### src/rtl/mac4_dot_seq_if.sv
// Operand stream, result stream and MAC operand/result bus for mac4_dot_seq.
// No latency of its own; it only groups wires.
// Backpressure: in_ready/out_ready are carried here alongside their valids.
interface mac4_dot_seq_if;
  // operand pair stream
  logic        in_valid;
  logic        in_ready;
  logic [3:0]  in_a;
  logic [3:0]  in_b;
  // result stream
  logic        out_valid;
  logic        out_ready;
  logic [11:0] out_sum;
  logic        out_ovf;
  // external combinational MAC (a*b + c)
  logic [3:0]  mac_a;
  logic [3:0]  mac_b;
  logic [11:0] mac_c;
  logic [11:0] mac_result;
  logic        mac_cout;

  // Producer/consumer/MAC side
  modport master (
    output in_valid, in_a, in_b, out_ready, mac_result, mac_cout,
    input  in_ready, out_valid, out_sum, out_ovf, mac_a, mac_b, mac_c
  );

  // Sequencer side
  modport slave (
    input  in_valid, in_a, in_b, out_ready, mac_result, mac_cout,
    output in_ready, out_valid, out_sum, out_ovf, mac_a, mac_b, mac_c
  );
endinterface

### src/rtl/mac4_dot_seq.sv
// Dot-product sequencer: streams 4-bit pairs through an external MAC into a 12-bit accumulator.
// Latency: result valid the cycle after the last accepted pair; one pair per cycle.
// Backpressure: in_ready high only while accumulating; result held in DONE until out_ready.
module mac4_dot_seq #(
  parameter int LEN_W = 5
) (
  input  logic             clk,
  input  logic             rst_n,
  input  logic             start,
  input  logic [LEN_W-1:0] len,
  input  logic             abort,
  output logic             busy,
  mac4_dot_seq_if.slave    io
);

  typedef enum logic [1:0] {
    IDLE = 2'd0,
    ACC  = 2'd1,
    DONE = 2'd2
  } state_t;

  state_t           state_q, state_d;
  logic [11:0]      acc_q, acc_d;
  logic             ovf_q, ovf_d;
  logic [LEN_W-1:0] cnt_q, cnt_d;
  logic [LEN_W-1:0] len_q, len_d;
  logic             last_beat;

  // The pair being accepted now is the final one of the job.
  assign last_beat = ((cnt_q + LEN_W'(1)) == len_q);

  // State, accumulator, sticky overflow, beat counter and latched length.
  always_ff @(posedge clk or negedge rst_n) begin
    if (!rst_n) begin
      state_q <= IDLE;
      acc_q   <= '0;
      ovf_q   <= 1'b0;
      cnt_q   <= '0;
      len_q   <= '0;
    end else begin
      state_q <= state_d;
      acc_q   <= acc_d;
      ovf_q   <= ovf_d;
      cnt_q   <= cnt_d;
      len_q   <= len_d;
    end
  end

  // Next-state and output decode; abort outranks both beat acceptance and out_ready.
  always_comb begin
    state_d      = state_q;
    acc_d        = acc_q;
    ovf_d        = ovf_q;
    cnt_d        = cnt_q;
    len_d        = len_q;
    busy         = 1'b0;
    io.in_ready  = 1'b0;
    io.out_valid = 1'b0;
    io.out_sum   = '0;
    io.out_ovf   = 1'b0;
    io.mac_a     = '0;
    io.mac_b     = '0;
    io.mac_c     = '0;

    case (state_q)
      IDLE: begin
        if (start) begin
          acc_d = '0;
          ovf_d = 1'b0;
          if (len != '0) begin
            len_d   = len;
            cnt_d   = '0;
            state_d = ACC;
          end else begin
            state_d = DONE;
          end
        end
      end

      ACC: begin
        busy        = 1'b1;
        io.in_ready = 1'b1;
        io.mac_a    = io.in_a;
        io.mac_b    = io.in_b;
        io.mac_c    = acc_q;
        if (abort) begin
          state_d = IDLE;
        end else if (io.in_valid) begin
          acc_d = io.mac_result;
          ovf_d = ovf_q | io.mac_cout;
          cnt_d = cnt_q + LEN_W'(1);
          if (last_beat) begin
            state_d = DONE;
          end
        end
      end

      DONE: begin
        busy         = 1'b1;
        io.out_valid = 1'b1;
        io.out_sum   = acc_q;
        io.out_ovf   = ovf_q;
        if (abort || io.out_ready) begin
          state_d = IDLE;
        end
      end

      default: begin
        state_d = IDLE;
      end
    endcase
  end

endmodule

### src/flat_wrapper.sv
// flat-port wrapper written by rule: the top's interface ports become plain ports
module mac4_dot_seq_flat 
#(
  parameter int LEN_W = 5
)
  (clk, rst_n, start, len, abort, busy, io_in_valid, io_in_a, io_in_b, io_out_ready, io_mac_result, io_mac_cout, io_in_ready, io_out_valid, io_out_sum, io_out_ovf, io_mac_a, io_mac_b, io_mac_c);
  mac4_dot_seq_if io_i ();
  input  logic clk;
  input  logic rst_n;
  input  logic start;
  input  logic [LEN_W-1:0] len;
  input  logic abort;
  output logic busy;
  input wire logic [$bits(io_i.in_valid)-1:0] io_in_valid;
  input wire logic [$bits(io_i.in_a)-1:0] io_in_a;
  input wire logic [$bits(io_i.in_b)-1:0] io_in_b;
  input wire logic [$bits(io_i.out_ready)-1:0] io_out_ready;
  input wire logic [$bits(io_i.mac_result)-1:0] io_mac_result;
  input wire logic [$bits(io_i.mac_cout)-1:0] io_mac_cout;
  output wire logic [$bits(io_i.in_ready)-1:0] io_in_ready;
  output wire logic [$bits(io_i.out_valid)-1:0] io_out_valid;
  output wire logic [$bits(io_i.out_sum)-1:0] io_out_sum;
  output wire logic [$bits(io_i.out_ovf)-1:0] io_out_ovf;
  output wire logic [$bits(io_i.mac_a)-1:0] io_mac_a;
  output wire logic [$bits(io_i.mac_b)-1:0] io_mac_b;
  output wire logic [$bits(io_i.mac_c)-1:0] io_mac_c;
  assign io_i.in_valid = io_in_valid;
  assign io_i.in_a = io_in_a;
  assign io_i.in_b = io_in_b;
  assign io_i.out_ready = io_out_ready;
  assign io_i.mac_result = io_mac_result;
  assign io_i.mac_cout = io_mac_cout;
  assign io_in_ready = io_i.in_ready;
  assign io_out_valid = io_i.out_valid;
  assign io_out_sum = io_i.out_sum;
  assign io_out_ovf = io_i.out_ovf;
  assign io_mac_a = io_i.mac_a;
  assign io_mac_b = io_i.mac_b;
  assign io_mac_c = io_i.mac_c;
  mac4_dot_seq #(.LEN_W(LEN_W)) u_core (.clk(clk), .rst_n(rst_n), .start(start), .len(len), .abort(abort), .busy(busy), .io(io_i));
endmodule
### config.mk
export PLATFORM = sky130hd
export DESIGN_NAME = mac4_dot_seq_flat
export DESIGN_NICKNAME = d
export VERILOG_FILES = /design/src/rtl/mac4_dot_seq_if.sv /design/src/rtl/mac4_dot_seq.sv /design/src/flat_wrapper.sv
export SDC_FILE = /design/constraint.sdc
export NUM_CORES = 1
export LEC_CHECK = 0
export BUFFER_PORTS_ARGS = -buffer_cell sky130_fd_sc_hd__buf_2
export CAP_MARGIN = 20
export CORE_UTILIZATION = 48
export DETAILED_ROUTE_END_ITERATION = 8
export GPL_TIMING_DRIVEN = 0
export MAX_ROUTING_LAYER = met4
export PLACE_DENSITY = 0.94
export SYNTH_ARGS = -nofsm -noshare
export SYNTH_HDL_FRONTEND = slang
export SYNTH_SLANG_ARGS = --single-unit
### constraint.sdc
create_clock -name clk -period 3.6 [get_ports clk]
set_input_delay 0.72 -clock clk [delete_from_list [all_inputs] [get_ports clk]]
set_output_delay 0.72 -clock clk [all_outputs]
set_load 0.01 [all_outputs]
---- After elaboration in Yosys (flattened, before gate mapping) ----
Cells that the tools add are included.
storage, ports and cells
  flip-flop bits (word level) ............. 25
  input port bits ......................... 32
  output and inout port bits .............. 36
cells by class
  $add $sub $neg .......................... 1
  equality and inequality tests ........... 10
  muxes and demuxes ....................... 28
  bitwise logic cells ..................... 1
  reductions and logical operators ........ 9
operator list
  cell                   number
  $mux W12               5
  $pmux W12 S2           1
  $mux W5                4
  $mux W2                6
  $pmux W5 S2            1
  $mux W4                2
  $reduce_and A4 Y1      2
  $mux W1                7
  $ne A2 B2 Y1 const B   3
  $pmux W2 S3            1
  $add A5 B1 Y5 const B  1
  $eq A5 B5 Y1           1
  $reduce_and A5 Y1      1
  $reduce_bool A5 Y1     1
  $ne A2 B1 Y1 const B   2
  $ne A3 B2 Y1 const B   1
  $ne A3 B3 Y1 const B   1
  $reduce_and A3 Y1      1
  $eq A2 B1 Y1 const B   1
  $eq A2 B2 Y1 const B   1
  $logic_not A2 Y1       1
  $pmux W1 S2            1
  $reduce_bool A2 Y1     1
  $reduce_or A2 Y1       1
  2 further kinds        2

---- Longest topological paths before layout ----
  word-level depth ........................ 6
  gate-level depth with buffers ........... 7
  gate-level depth less buffers ........... 7

---- Worst setup path after synthesis ----
No wires, ideal clock.
  path type ............................... input -> register
  start point ............................. input port len[0]
  end point ............................... register u_core.cnt_q[2]
  arrival time ............................ 2.008 ns
  path slack .............................. 1.471 ns
  stages on the path ...................... 5
  cells stage by stage .................... or4_4 > or3b_4 > nand2_4 > o21ai_1 > a22o_1
between the ends
  cells in the longest elaborated chain, start to end .. 3
ends and longest elaborated chain
  what                         line                RTL
  start, declared              flat_wrapper.sv:11  input logic [LEN_W-1:0] len;
  $reduce_bool A5 Y1           mac4_dot_seq.sv:70  if (len != '0) begin
  $ne A2 B1 Y1 (no line)       --
  $reduce_and A5 Y1 (no line)  --
  end signal, assigned         mac4_dot_seq.sv:44  cnt_q <= cnt_d;
  end, declared                mac4_dot_seq.sv:25  logic [LEN_W-1:0] cnt_q, cnt_d;
Every way passes these cells.
A chain may end at the register's enable or synchronous reset.

---- Final worst setup path ----
  start point ............................. register u_core.state_q[1]
  end point ............................... output port io_mac_c[1]
between the ends
  cells in the longest elaborated chain, start to end .. 2
ends and longest elaborated chain
  what                    line                RTL
  start, declared         mac4_dot_seq.sv:22  state_t state_q, state_d;
  start signal, assigned  mac4_dot_seq.sv:41  state_q <= state_d;
  $eq A2 B1 Y1            mac4_dot_seq.sv:65  case (state_q)
  $mux W12                mac4_dot_seq.sv:65
  end, declared           flat_wrapper.sv:26  output wire logic [$bits(io_i.mac_c)-1:0] io_mac_c;
Every way passes these cells.

==> run summary <==
Synthesis inferred 25 register bits. The via count of the first global-routing pass is 1199, and the final weighted congestion of routability-driven global placement is 0.7718. Setup repair after global routing left no endpoint under its margin. The average instance area after synthesis is 9.102 um2. Relative to the synthesized area, the layout overhead comes to 27.49%. The xor/xnor share of the synthesized area is 0.05155. Endpoint type of the worst setup path: an output pin. The maximum clock frequency is 349.6 MHz.

In this run, the number of DRC markers left after iteration 0 of detailed routing was 51. The starting density of the core was 0.5192; the count of instances resized after the clock tree is built was 0. The leakage power figure is 0.9787 nW, and the total number of nets in the final design is 268. The net switching power figure was 0.5590 mW. The kind of path behind the tightest hold check is in -> async. The post-route clock period utilization came out at 0.7946. The first global-routing pass estimated 5168 um of wire. In the synthesized netlist the dominant register cell turns out to be dfrtp_1. Smallest setup slack after layout: 0.7394 ns.

The number of clock buffers added by TritonCTS is 3. The number of levels in the clock H-tree was 1; the critical path data required time was 2.88 ns. The repair_antennas step left the layout with diodes totalling 0. The clock-pin slew reported for the worst setup and hold paths after clock tree synthesis came out at 0.13 ns. The floorplan step set the die height to 57.09 um. The final reports fail on DRC.

The run gives 3259 um2 as the full die area. In this run the cell area of the synthesized design comes to 1456 um2. Dividing total power by cell area gives a power density of 697.9 nW/um2. Row generation in the floorplan step produced 19 rows.

The tools report the number of fillers in the final layout as 246. From left edge to right edge, the die measures 57.09 um. The tightest slew margin relative to the limit is 0.6392.

The clock drives 25 sinks. The worst slack after detailed placement is 1.117 ns, and the global-route total usage across every layer is 0.2141. The sequential share of power came out at 0.366.

The run gives 3244 um as the post-detailed-routing wire length. Number of endpoints with negative hold slack in the final report: 0. The minimum clock period was 2.861 ns. The logs give 16 for the number of remaining DRC errors and 2805 um2 for the standard cell core area. Quantity of I/O buffers inserted on ports: 67. The post-synthesis compound-gate area fraction came out at 0.1134.

The logs give 0 for the count of antenna-violating nets left after detailed routing and 0.7369 mW for the cell internal power dissipation. The number of failing setup endpoints in the final timing report was 0. The flow ran to the end, but the final reports show violations. Pin placement for this block handled 68 I/O pins. In this run, post-CTS hold repair placed 0 buffers. The source of the worst register-to-register timing path was u_core.state_q[1]. Setup slack on the worst reg-to-reg path comes out at 1.62 ns. The tools report the HPWL after detailed placement as 2533 um.

Summing all multi-input logic gate instances after layout gives 793.3 um2. The post-route setup TNS was 0 ns; the initial antenna violation count was 0. The part of the Yosys area used for sequential elements was 0.4296. Across all layers, the routed design uses 1323 vias. The CTS root buffer is clkbuf_4.

The proportion of layout cells with a drive suffix above 1 is 0.3550. Buffers added to address setup during post-CTS repair amount to 0. For this run, the detailed router's first-pass iteration total came to 6. Number of distinct standard cells referenced by the synthesized netlist: 30.

The simple-gate area share of the yosys netlist was 0.2990; the final global-route overflow total was 0. IR analysis of the VDD net gives a maximum drop of 0.5776 mV. TritonCTS built the clock tree. The share of cell area taken by muxes after synthesis was 0.04639. By startpoint and endpoint, the worst setup path is classified as reg -> out. The worst register-to-register path ends at u_core.ovf_q. The proportion of register bits with asynchronous set or reset after synthesis works out to 1.000. The data arrival at the endpoint of the critical path is 2.14 ns.

The main combinational cell family by area after synthesis is simple AND/OR/NAND/NOR gates. The net count after synthesis came out at 196. For the relative contribution of the clock network to total power, the log shows 0.095.

The end-of-flow core utilization came out at 0.6619. The post-synthesis cell count is 160, and the pin slew with the least headroom to its limit is 0.5411 ns. The wire length per cell was 12.38 um; the largest clock skew in the final design was 0.003112 ns.

Post-synthesis share of cell area spent on full adders, half adders and majority gates: 0.03436. Summing all flip-flop and latch instances after layout gives 625.6 um2. The worst setup path is launched from a register. The worst reg2reg path depth was 6. The largest driver fanout on the critical path is 10, and the final max-slew violation count is 0.

Entering global routing, the biggest net connects 26 pins. The logs give 0.31 ns for the clock latency on the worst-skew pair and 0 for the Yosys warning count. After detailed routing, the number of vias per cell comes to 5.050. For the maximum buffer depth of the clock tree, the log shows 2.

The number of synthesized flops with an enable pin is 0, and the proportion of total power due to net switching is 0.4314. The tools report the part of the power in combinational logic as 0.539. The max-cap violation count came out at 0.
[layout make-up]
| type | count | area share |
|---|---|---|
| repair buffers | 67 | 0.1806 |
| inverters | 3 | 0.006065 |
| clock buffers | 4 | 0.01415 |
| well taps | 31 | 0.02089 |
| multi-input cells | 125 | 0.4272 |
| plain buffers | 7 | 0.01415 |
| flip-flops and latches | 25 | 0.3369 |
[worst max-delay path, stage by stage (launching register included)]
cell,delay [ns]
dfrtp_1,0.40
inv_1,0.10
ha_1,0.28
clkbuf_1,0.41
clkbuf_1,0.32
and2_1,0.18
buf_2,0.13
[layout by cell type (no fill, tap or decap), types with 2 or more instances in the layout]
master,synthesis,routed
dfrtp_1,25,25
buf_2,0,67
nand2_1,30,30
inv_1,3,3
or2_2,2,2
xnor2_1,3,3
and2_1,33,33
clkbuf_4,0,3
o21ai_0,15,15
nand3_1,2,2
a21oi_1,3,3
mux2_2,6,6
a22o_1,3,3
o21ai_1,2,2
xor2_1,3,3
ha_1,4,4
nand2b_1,5,5
clkbuf_1,7,8
[cells by family (layout without fill, tap and decap cells)]
group                      Yosys count  after routing
buffers and inverters               10             81
adders and majority gates            4              4
and+or+nand+nor                     80             80
muxes                                6              6
AOI/OAI and AO/OA                   28             28
DFF                                 25             25
xor gates and xnor gates             7              7
[power groups by stage]
stage / registers [mW] / clock network (mW) / logic (mW)
after global routing: 0.492 / 0.139 / 0.781
final: 0.475 / 0.122 / 0.699
after detailed placement: 0.481 / 0 / 0.699
after global placement: 0.473 / 0 / 0.670
after floorplan: 0.457 / 0 / 0.493
after CTS: 0.475 / 0.127 / 0.701
[metrics by stage]
| stage | hold WS [ns] | power [mW] | instances | area [um2] |
|---|---|---|---|---|
| 2_1_floorplan | 0.4244 | 0.9506 | 160 | 1456 |
| 3_3_place_gp | 0.4677 | 1.142 | 258 | 1831 |
| 3_5_place_dp | 0.4792 | 1.180 | 258 | 1831 |
| 4_1_cts | 0.3849 | 1.303 | 262 | 1857 |
| 5_1_grt | 0.3988 | 1.412 | 262 | 1857 |
| 6_report | 0.3670 | 1.296 | 262 | 1857 |
[flip-flops by register name, indices dropped and copies added (netlist names)]
| name | count |
|---|---|
| u_core.acc_q | 12 |
| u_core.state_q | 2 |
| u_core.cnt_q | 5 |
| u_core.len_q | 5 |
| u_core.ovf_q | 1 |
[worst max-delay path by stage]
| stage | start | to | slack [ns] |
|---|---|---|---|
| 2_1_floorplan | len[0] | u_core.cnt_q[2] | 1.47 |
| 3_3_place_gp | u_core.state_q[1] | io_mac_c[1] | 1.12 |
| 3_5_place_dp | u_core.state_q[1] | io_mac_c[2] | 1.12 |
| 4_1_cts | u_core.state_q[1] | io_mac_c[2] | 0.74 |
| 5_1_grt | u_core.state_q[1] | io_mac_c[9] | 0.56 |
| 6_report | u_core.state_q[1] | io_mac_c[1] | 0.74 |
[synthesized netlist by cell type (4+ instances only)]
library cell,instances,area share
and2_1,33,0.14
nand2_1,30,0.077
dfrtp_1,25,0.43
o21ai_0,15,0.052
clkbuf_1,7,0.018
mux2_2,6,0.046
nand2b_1,5,0.021
ha_1,4,0.034
[per-layer routing]
layer  part of all wire  vias up  wire length [um]  global-route usage
li1                   -      672                 -                   -
met1               0.43      600              1381              0.2563
met2               0.50       49              1631              0.3731
met3              0.064        2               209             0.05442
met4             0.0065        0                21             0.03136
met5                  0        -                 0                   -
Note: power is estimated with default switching activity, not from simulation.
